File: src/rtl/sorted_list.sv
// Sorted storage of up to LENGTH unsigned entries. The entries are ordered ascending or
// descending by parameter. Requests are single-issue over a valid/ready port.
module sorted_list #(
    parameter int  DATA_WIDTH = 32,
    parameter int  LENGTH     = 8,
    parameter int  ORDER      = 0,
    parameter int  ALLOW_DUP  = 1,
    localparam int IDX_W      = $clog2(LENGTH),
    localparam int CNT_W      = $clog2(LENGTH + 1)
) (
    input  logic                  clk,
    input  logic                  rst_n,
    input  logic                  op_valid,
    output logic                  op_ready,
    input  logic [2:0]            op_sel,
    input  logic [DATA_WIDTH-1:0] data_in,
    input  logic [IDX_W-1:0]      index_in,
    output logic [DATA_WIDTH-1:0] data_out,
    output logic [IDX_W-1:0]      index_out,
    output logic                  res_valid,
    output logic                  op_error,
    output logic [CNT_W-1:0]      len,
    output logic                  full,
    output logic                  empty
);

    localparam logic [2:0] OP_READ    = 3'b000;
    localparam logic [2:0] OP_INSERT  = 3'b001;
    localparam logic [2:0] OP_FIND    = 3'b010;
    localparam logic [2:0] OP_DEL_IDX = 3'b011;
    localparam logic [2:0] OP_DEL_VAL = 3'b100;
    localparam logic [2:0] OP_MIN     = 3'b101;
    localparam logic [2:0] OP_MAX     = 3'b110;

    localparam logic [2:0] S_IDLE   = 3'd0;
    localparam logic [2:0] S_LOCATE = 3'd1;
    localparam logic [2:0] S_SEARCH = 3'd2;
    localparam logic [2:0] S_CHECK  = 3'd3;
    localparam logic [2:0] S_RESP   = 3'd4;

    localparam logic [CNT_W-1:0] LEN_MAX = CNT_W'(LENGTH);
    localparam logic [CNT_W-1:0] ONE     = CNT_W'(1);

    logic [DATA_WIDTH-1:0] mem_q [LENGTH];
    logic [DATA_WIDTH-1:0] mem_d [LENGTH];
    logic [CNT_W-1:0]      len_q, len_d;
    logic [CNT_W-1:0]      lo_q, lo_d;
    logic [CNT_W-1:0]      hi_q, hi_d;
    logic [2:0]            state_q, state_d;
    logic [2:0]            sel_q, sel_d;
    logic [DATA_WIDTH-1:0] opd_q, opd_d;
    logic [DATA_WIDTH-1:0] dout_q, dout_d;
    logic [IDX_W-1:0]      iout_q, iout_d;
    logic                  rv_q, rv_d;
    logic                  err_q, err_d;

    logic                  do_clr, do_del, do_ins;
    logic [IDX_W-1:0]      del_pos;
    logic [CNT_W-1:0]      ins_pos;
    logic [CNT_W-1:0]      loc_pos;
    logic                  loc_dup;
    logic [CNT_W:0]        mid_sum;
    logic [CNT_W-1:0]      mid;
    logic [DATA_WIDTH-1:0] mid_ent;
    logic [DATA_WIDTH-1:0] lo_ent;
    logic                  lo_match;
    logic                  in_range;
    logic [IDX_W-1:0]      mm_idx;

    function automatic logic precedes(input logic [DATA_WIDTH-1:0] a,
                                      input logic [DATA_WIDTH-1:0] b);
        if (ORDER == 0) return a < b;
        return a > b;
    endfunction

    // Insert position: entries that precede or equal the operand, so equal values stay FIFO-ordered.
    always_comb begin
        loc_pos = '0;
        loc_dup = 1'b0;
        for (int i = 0; i < LENGTH; i++) begin
            if (CNT_W'(i) < len_q) begin
                if (!precedes(opd_q, mem_q[i])) loc_pos = loc_pos + ONE;
                if (mem_q[i] == opd_q)          loc_dup = 1'b1;
            end
        end
    end

    assign mid_sum  = {1'b0, lo_q} + {1'b0, hi_q};
    assign mid      = mid_sum[CNT_W:1];
    assign mid_ent  = mem_q[IDX_W'(mid)];
    assign lo_ent   = (lo_q < len_q) ? mem_q[IDX_W'(lo_q)] : '0;
    assign lo_match = (lo_q < len_q) && (lo_ent == opd_q);
    assign in_range = CNT_W'(index_in) < len_q;
    assign mm_idx   = ((op_sel == OP_MIN) == (ORDER == 0)) ? '0 : IDX_W'(len_q - ONE);

    always_comb begin
        state_d = state_q;
        sel_d   = sel_q;
        opd_d   = opd_q;
        lo_d    = lo_q;
        hi_d    = hi_q;
        len_d   = len_q;
        dout_d  = dout_q;
        iout_d  = iout_q;
        rv_d    = 1'b0;
        err_d   = 1'b0;
        do_clr  = 1'b0;
        do_del  = 1'b0;
        do_ins  = 1'b0;
        del_pos = '0;
        ins_pos = '0;

        case (state_q)
            S_IDLE: begin
                if (op_valid) begin
                    sel_d = op_sel;
                    opd_d = data_in;
                    lo_d  = '0;
                    hi_d  = len_q;
                    case (op_sel)
                        OP_INSERT: state_d = S_LOCATE;
                        OP_FIND, OP_DEL_VAL: state_d = (len_q == '0) ? S_CHECK : S_SEARCH;
                        default: begin
                            state_d = S_RESP;
                            rv_d    = 1'b1;
                            case (op_sel)
                                OP_READ: begin
                                    if (in_range) begin
                                        dout_d = mem_q[index_in];
                                        iout_d = index_in;
                                    end else begin
                                        err_d = 1'b1;
                                    end
                                end
                                OP_DEL_IDX: begin
                                    if (in_range) begin
                                        dout_d  = mem_q[index_in];
                                        iout_d  = index_in;
                                        do_del  = 1'b1;
                                        del_pos = index_in;
                                        len_d   = len_q - ONE;
                                    end else begin
                                        err_d = 1'b1;
                                    end
                                end
                                OP_MIN, OP_MAX: begin
                                    if (len_q == '0) begin
                                        err_d = 1'b1;
                                    end else begin
                                        dout_d = mem_q[mm_idx];
                                        iout_d = mm_idx;
                                    end
                                end
                                default: begin
                                    do_clr = 1'b1;
                                    len_d  = '0;
                                end
                            endcase
                        end
                    endcase
                end
            end
            S_LOCATE: begin
                state_d = S_RESP;
                rv_d    = 1'b1;
                if (len_q == LEN_MAX || (ALLOW_DUP == 0 && loc_dup)) begin
                    err_d = 1'b1;
                end else begin
                    do_ins  = 1'b1;
                    ins_pos = loc_pos;
                    len_d   = len_q + ONE;
                    iout_d  = IDX_W'(loc_pos);
                    dout_d  = opd_q;
                end
            end
            S_SEARCH: begin
                // Lower-bound search; moving to CHECK on the step that closes the window saves a cycle.
                if (precedes(mid_ent, opd_q)) lo_d = mid + ONE;
                else                          hi_d = mid;
                if (lo_d == hi_d) state_d = S_CHECK;
            end
            S_CHECK: begin
                state_d = S_RESP;
                rv_d    = 1'b1;
                if (sel_q == OP_FIND) begin
                    iout_d = IDX_W'(lo_q);
                    if (lo_match) dout_d = lo_ent;
                    else          err_d  = 1'b1;
                end else if (lo_match) begin
                    dout_d  = lo_ent;
                    iout_d  = IDX_W'(lo_q);
                    do_del  = 1'b1;
                    del_pos = IDX_W'(lo_q);
                    len_d   = len_q - ONE;
                end else begin
                    err_d = 1'b1;
                end
            end
            default: state_d = S_IDLE;
        endcase
    end

    always_comb begin
        for (int i = 0; i < LENGTH; i++) mem_d[i] = mem_q[i];
        if (do_clr) begin
            for (int i = 0; i < LENGTH; i++) mem_d[i] = '0;
        end
        if (do_del) begin
            for (int i = 0; i < LENGTH - 1; i++) begin
                if (IDX_W'(i) >= del_pos) mem_d[i] = mem_q[i + 1];
            end
            mem_d[LENGTH-1] = '0;
        end
        if (do_ins) begin
            for (int i = 1; i < LENGTH; i++) begin
                if (CNT_W'(i) > ins_pos) mem_d[i] = mem_q[i - 1];
            end
            mem_d[IDX_W'(ins_pos)] = opd_q;
        end
    end

    always_ff @(posedge clk or negedge rst_n) begin
        if (!rst_n) begin
            for (int i = 0; i < LENGTH; i++) mem_q[i] <= '0;
            state_q <= S_IDLE;
            sel_q   <= '0;
            opd_q   <= '0;
            lo_q    <= '0;
            hi_q    <= '0;
            len_q   <= '0;
            dout_q  <= '0;
            iout_q  <= '0;
            rv_q    <= 1'b0;
            err_q   <= 1'b0;
        end else begin
            for (int i = 0; i < LENGTH; i++) mem_q[i] <= mem_d[i];
            state_q <= state_d;
            sel_q   <= sel_d;
            opd_q   <= opd_d;
            lo_q    <= lo_d;
            hi_q    <= hi_d;
            len_q   <= len_d;
            dout_q  <= dout_d;
            iout_q  <= iout_d;
            rv_q    <= rv_d;
            err_q   <= err_d;
        end
    end

    assign op_ready  = (state_q == S_IDLE);
    assign data_out  = dout_q;
    assign index_out = iout_q;
    assign res_valid = rv_q;
    assign op_error  = err_q;
    assign len       = len_q;
    assign full      = (len_q == LEN_MAX);
    assign empty     = (len_q == '0);

endmodule

File: config.mk
export PLATFORM = sky130hd
export DESIGN_NAME = sorted_list
export DESIGN_NICKNAME = d
export VERILOG_FILES = /design/src/rtl/sorted_list.sv
export SDC_FILE = /design/constraint.sdc
export NUM_CORES = 2
export LEC_CHECK = 0
export BUFFER_PORTS_ARGS = -buffer_cell sky130_fd_sc_hd__clkbuf_2
export CAP_MARGIN = 30
export CORE_MARGIN = 2
export CORE_UTILIZATION = 50
export CTS_CLUSTER_DIAMETER = 200
export DETAILED_ROUTE_END_ITERATION = 10
export PLACE_DENSITY = 0.66
export SYNTH_ARGS = -nofsm -noshare
export SYNTH_HDL_FRONTEND = slang
export SYNTH_SLANG_ARGS = --single-unit
File: constraint.sdc
create_clock -name clk -period 10.2 [get_ports clk]
set_input_delay 1.53 -clock clk [delete_from_list [all_inputs] [get_ports clk]]
set_output_delay 1.53 -clock clk [all_outputs]
set_load 0.005 [all_outputs]
==> results_dict.tcl <==
set metrics [dict create \
    ctsHoldBuffers 0 \
    syn_inst 4023 \
    relSlewSlack_pct 17.4 \
    reg2reg_from "opd_q[1]" \
    fin_worst_hold_slack_ns 0.504 \
    synth-seq-area-share_pct 25.5 \
    place_congestion 1.03 \
    grtUsageTotal_pct 43.3 \
    crit_fanout 16 \
    crit_slowest_cell "dfrtp_1" \
    numCtsBuffers 45 \
    dpl.cell_count 4782 \
    antenna_found_initial 6 \
    synth_flop_cell "dfrtp_1" \
    placed_cell_area_um2 35200 \
    worst-r2r-setup-slack_ns 0.85 \
    layout_commonest_cell "nand2_1" \
    worstSetupPathType "reg2reg" \
    maxSlewViolCount 0 \
    critPathRequiredTime_ns 10.68 \
    path_clk_slew_ns 0.06 \
    area_delta_synth_final_pct 8.84 \
    ys_ff_latch 343 \
    start_util_pct 50.4 \
    nets 4298 \
    cts_root_buffer "clkbuf_16" \
    synth_nets 4362 \
    drive_gt1_share_pct 13.7 \
    clock_skew_ns 0.0314 \
    clock-sinks 343 \
    cp_slowest_stage_delay_ns 0.69 \
    vias 36162 \
    worst_pin_slew_ns 1.24 \
    fin_crit_ns 9.35 \
    p_comb_share_pct 69.1 \
    setup_viol 0 \
    clockBufferDepth 3 \
    ant_nets 0 \
    first_global_vias 33711 \
    async_flop_share_pct 100 \
    postSynthAreaPerCell_um2 8.38 \
    worst_setup_path_start_kind "register" \
    total_power_uw 15700 \
    instances_no_fill 4863 \
    min_delay_path_depth 1 \
    rr_endpoint "mem_q[203]" \
    core_area_um2 66900 \
    vias_per_cell 7.44 \
    swShare_pct 55.5 \
    powerDensity_nw_per_um2 429 \
    p_int_uw 7010 \
    die_w_um 264 \
    cp-end-kind "register" \
    seq_power_share_pct 20.7 \
    p_sw_uw 8740 \
    synth_area_um2 33700 \
    ctsResizeCount 0 \
    yosys_warnings 0 \
    drc 0 \
    rsz0062_at_grt "false" \
    r2r_cells 36 \
    p_clk_share_pct 10.2 \
    ios 85 \
    routed_wl_um 154000 \
    detailed_place_hpwl_um 99400 \
    die_y_um 264 \
    synth-edff-count 0 \
    max_freq_ghz 0.107 \
    period_share_pct 91.6 \
    fin_area_um2 36700 \
    grt_max_degree 173 \
    clock_latency_ns 0.61 \
    post_cts_buffers 0 \
    dr.pass1.iters 10 \
    worstHoldStart "data_out[28]" \
    status "completed" \
    wl_per_cell_um 31.6 \
    port-buffer-count 84 \
    hold_path.class "reg2reg" \
    final_cell_mix "nand2_1 (438), nor2_1 (380), dfrtp_1 (340), inv_1 (304), ha_1 (297)" \
    max-vdd-ir-drop_mv 0.390 \
    yosys.cell_types.count 86 \
    drv_cap 0 \
    arrival_ns 9.83 \
    hold-path-endpoint "data_out[28]" \
    grt_overflow_total 0 \
    drt_iter0_drc 5869 \
    tns_ns 0 \
    grt_pass1_wl_um 226000 \
    die_area_um2 69500 \
    ctsHtreeMaxLevel 2 \
    cellLeakagePower_uw 0.0163 \
    cp_common_cell "a21o_1" \
    cts_tree "yes" \
    hold_viol_final 0 \
    rows 95 \
]
cells by family (layout without fill, tap and decap cells):
| family | Yosys count | after routing | share of synthesized area, % |
|---|---|---|---|
| compound gates | 1197 | 1197 | 23.8 |
| xor+xnor | 61 | 61 | 1.81 |
| fa+ha+maj | 299 | 299 | 11.1 |
| buf+inv | 623 | 585 | 7.23 |
| flops | 343 | 343 | 25.5 |
| mux | 283 | 283 | 14.2 |
| other cells | 0 | 5 | 0 |
| simple gates | 1217 | 1217 | 16.4 |
sequential cells by signal, indices dropped and copies added, names as in the netlist:
register   flops
data_out      32
lo_q           4
len            4
op_error       1
opd_q         32
sel_q          3
index_out      3
res_valid      1
state_q        3
mem_q        256
hi_q           4
critical path, delay by kind of cell, from the launching register on:
kind	cells	cell delay (ns)
flops	1	0.69
simple gates	5	1.06
compound gates	19	4.01
fa+ha+maj	6	1.92
mux	3	0.90
buf+inv	3	0.61
cells in the mapped netlist (4+ instances only):
library cell  count  area, um2
a2111oi_0        24        210
a211oi_1         42        315
a21o_1           31        233
a21oi_1         274       1370
a221o_1          39        390
a221oi_1         74        648
a222oi_1         54        541
a22oi_1          34        255
a311oi_1         33        289
a31oi_1         109        682
and2_1           15       93.8
and3_1          133        832
buf_1            34        128
buf_2            48        240
buf_6             4       45.0
clkbuf_1        229        860
dfrtp_1         343       8580
ha_1            297       3720
inv_1           304       1140
mux2_2           44        495
mux2i_1          87        871
mux4_2          152       3420
nand2_1         446       1670
nand2b_1         34        213
nand3_1          33        165
nand4_1          56        350
nor2_1          387       1450
nor2_2            4       25.0
nor2b_1          18        113
nor3_1           27        135
nor4_1           38        238
o2111ai_1         4       35.0
o211ai_1         15        113
o21a_1           11       82.6
o21ai_0         252       1260
o21ai_1           4       20.0
o221ai_1         66        578
o22ai_1          86        538
o31ai_1           8       60.1
or2_2             4       25.0
xnor2_1          47        412
xnor2_2           6       97.6
xor2_1            5       43.8
layer usage:
layer  part of all wire, %  track usage [%]  vias to the layer above
met5                     0                0                        -
met4                   7.4             25.8                        0
met3                    17             17.5                      763
met2                    39             59.4                     3369
met1                    37             57.0                    17060
li1                      -                -                    14970
power groups by stage:
| stage | registers [uW] | logic [uW] | clock network (uW) |
|---|---|---|---|
| 2_1_floorplan | 2830 | 6710 | 0 |
| 3_3_place_gp | 3180 | 10200 | 0 |
| 3_5_place_dp | 3200 | 10300 | 0 |
| 4_1_cts | 3170 | 10400 | 1600 |
| 5_1_grt | 3330 | 11500 | 1650 |
| 6_report | 3260 | 10900 | 1600 |
stage by stage:
stage,setup WS (ns),util [%]
global placement,1.17,52.6
CTS,0.963,54.7
global route,0.315,54.8
finish,0.853,54.8
floorplan,2.61,-
detailed placement,0.997,52.7
area by class of cell:
type,count,area [um2]
Clock buffer,61,1220
Antenna cell,5,12.5
Multi-Input combinational cell,3057,22900
Fill cell,6192,30200
Inverter,306,1150
Tap cell,873,1090
Clock inverter,12,160
Sequential cell,343,8590
Timing Repair Buffer,206,1520
how the worst max path moves through the flow:
stage                       endpoint  startpoint  cells past startpoint
after floorplan           mem_q[162]    opd_q[1]                     37
after global placement    mem_q[195]    opd_q[1]                     36
after detailed placement  mem_q[207]    opd_q[1]                     36
after CTS                 mem_q[202]    opd_q[1]                     36
after global routing       mem_q[66]    opd_q[1]                     36
final                     mem_q[203]    opd_q[1]                     36
(Power assumes the default switching activity.)
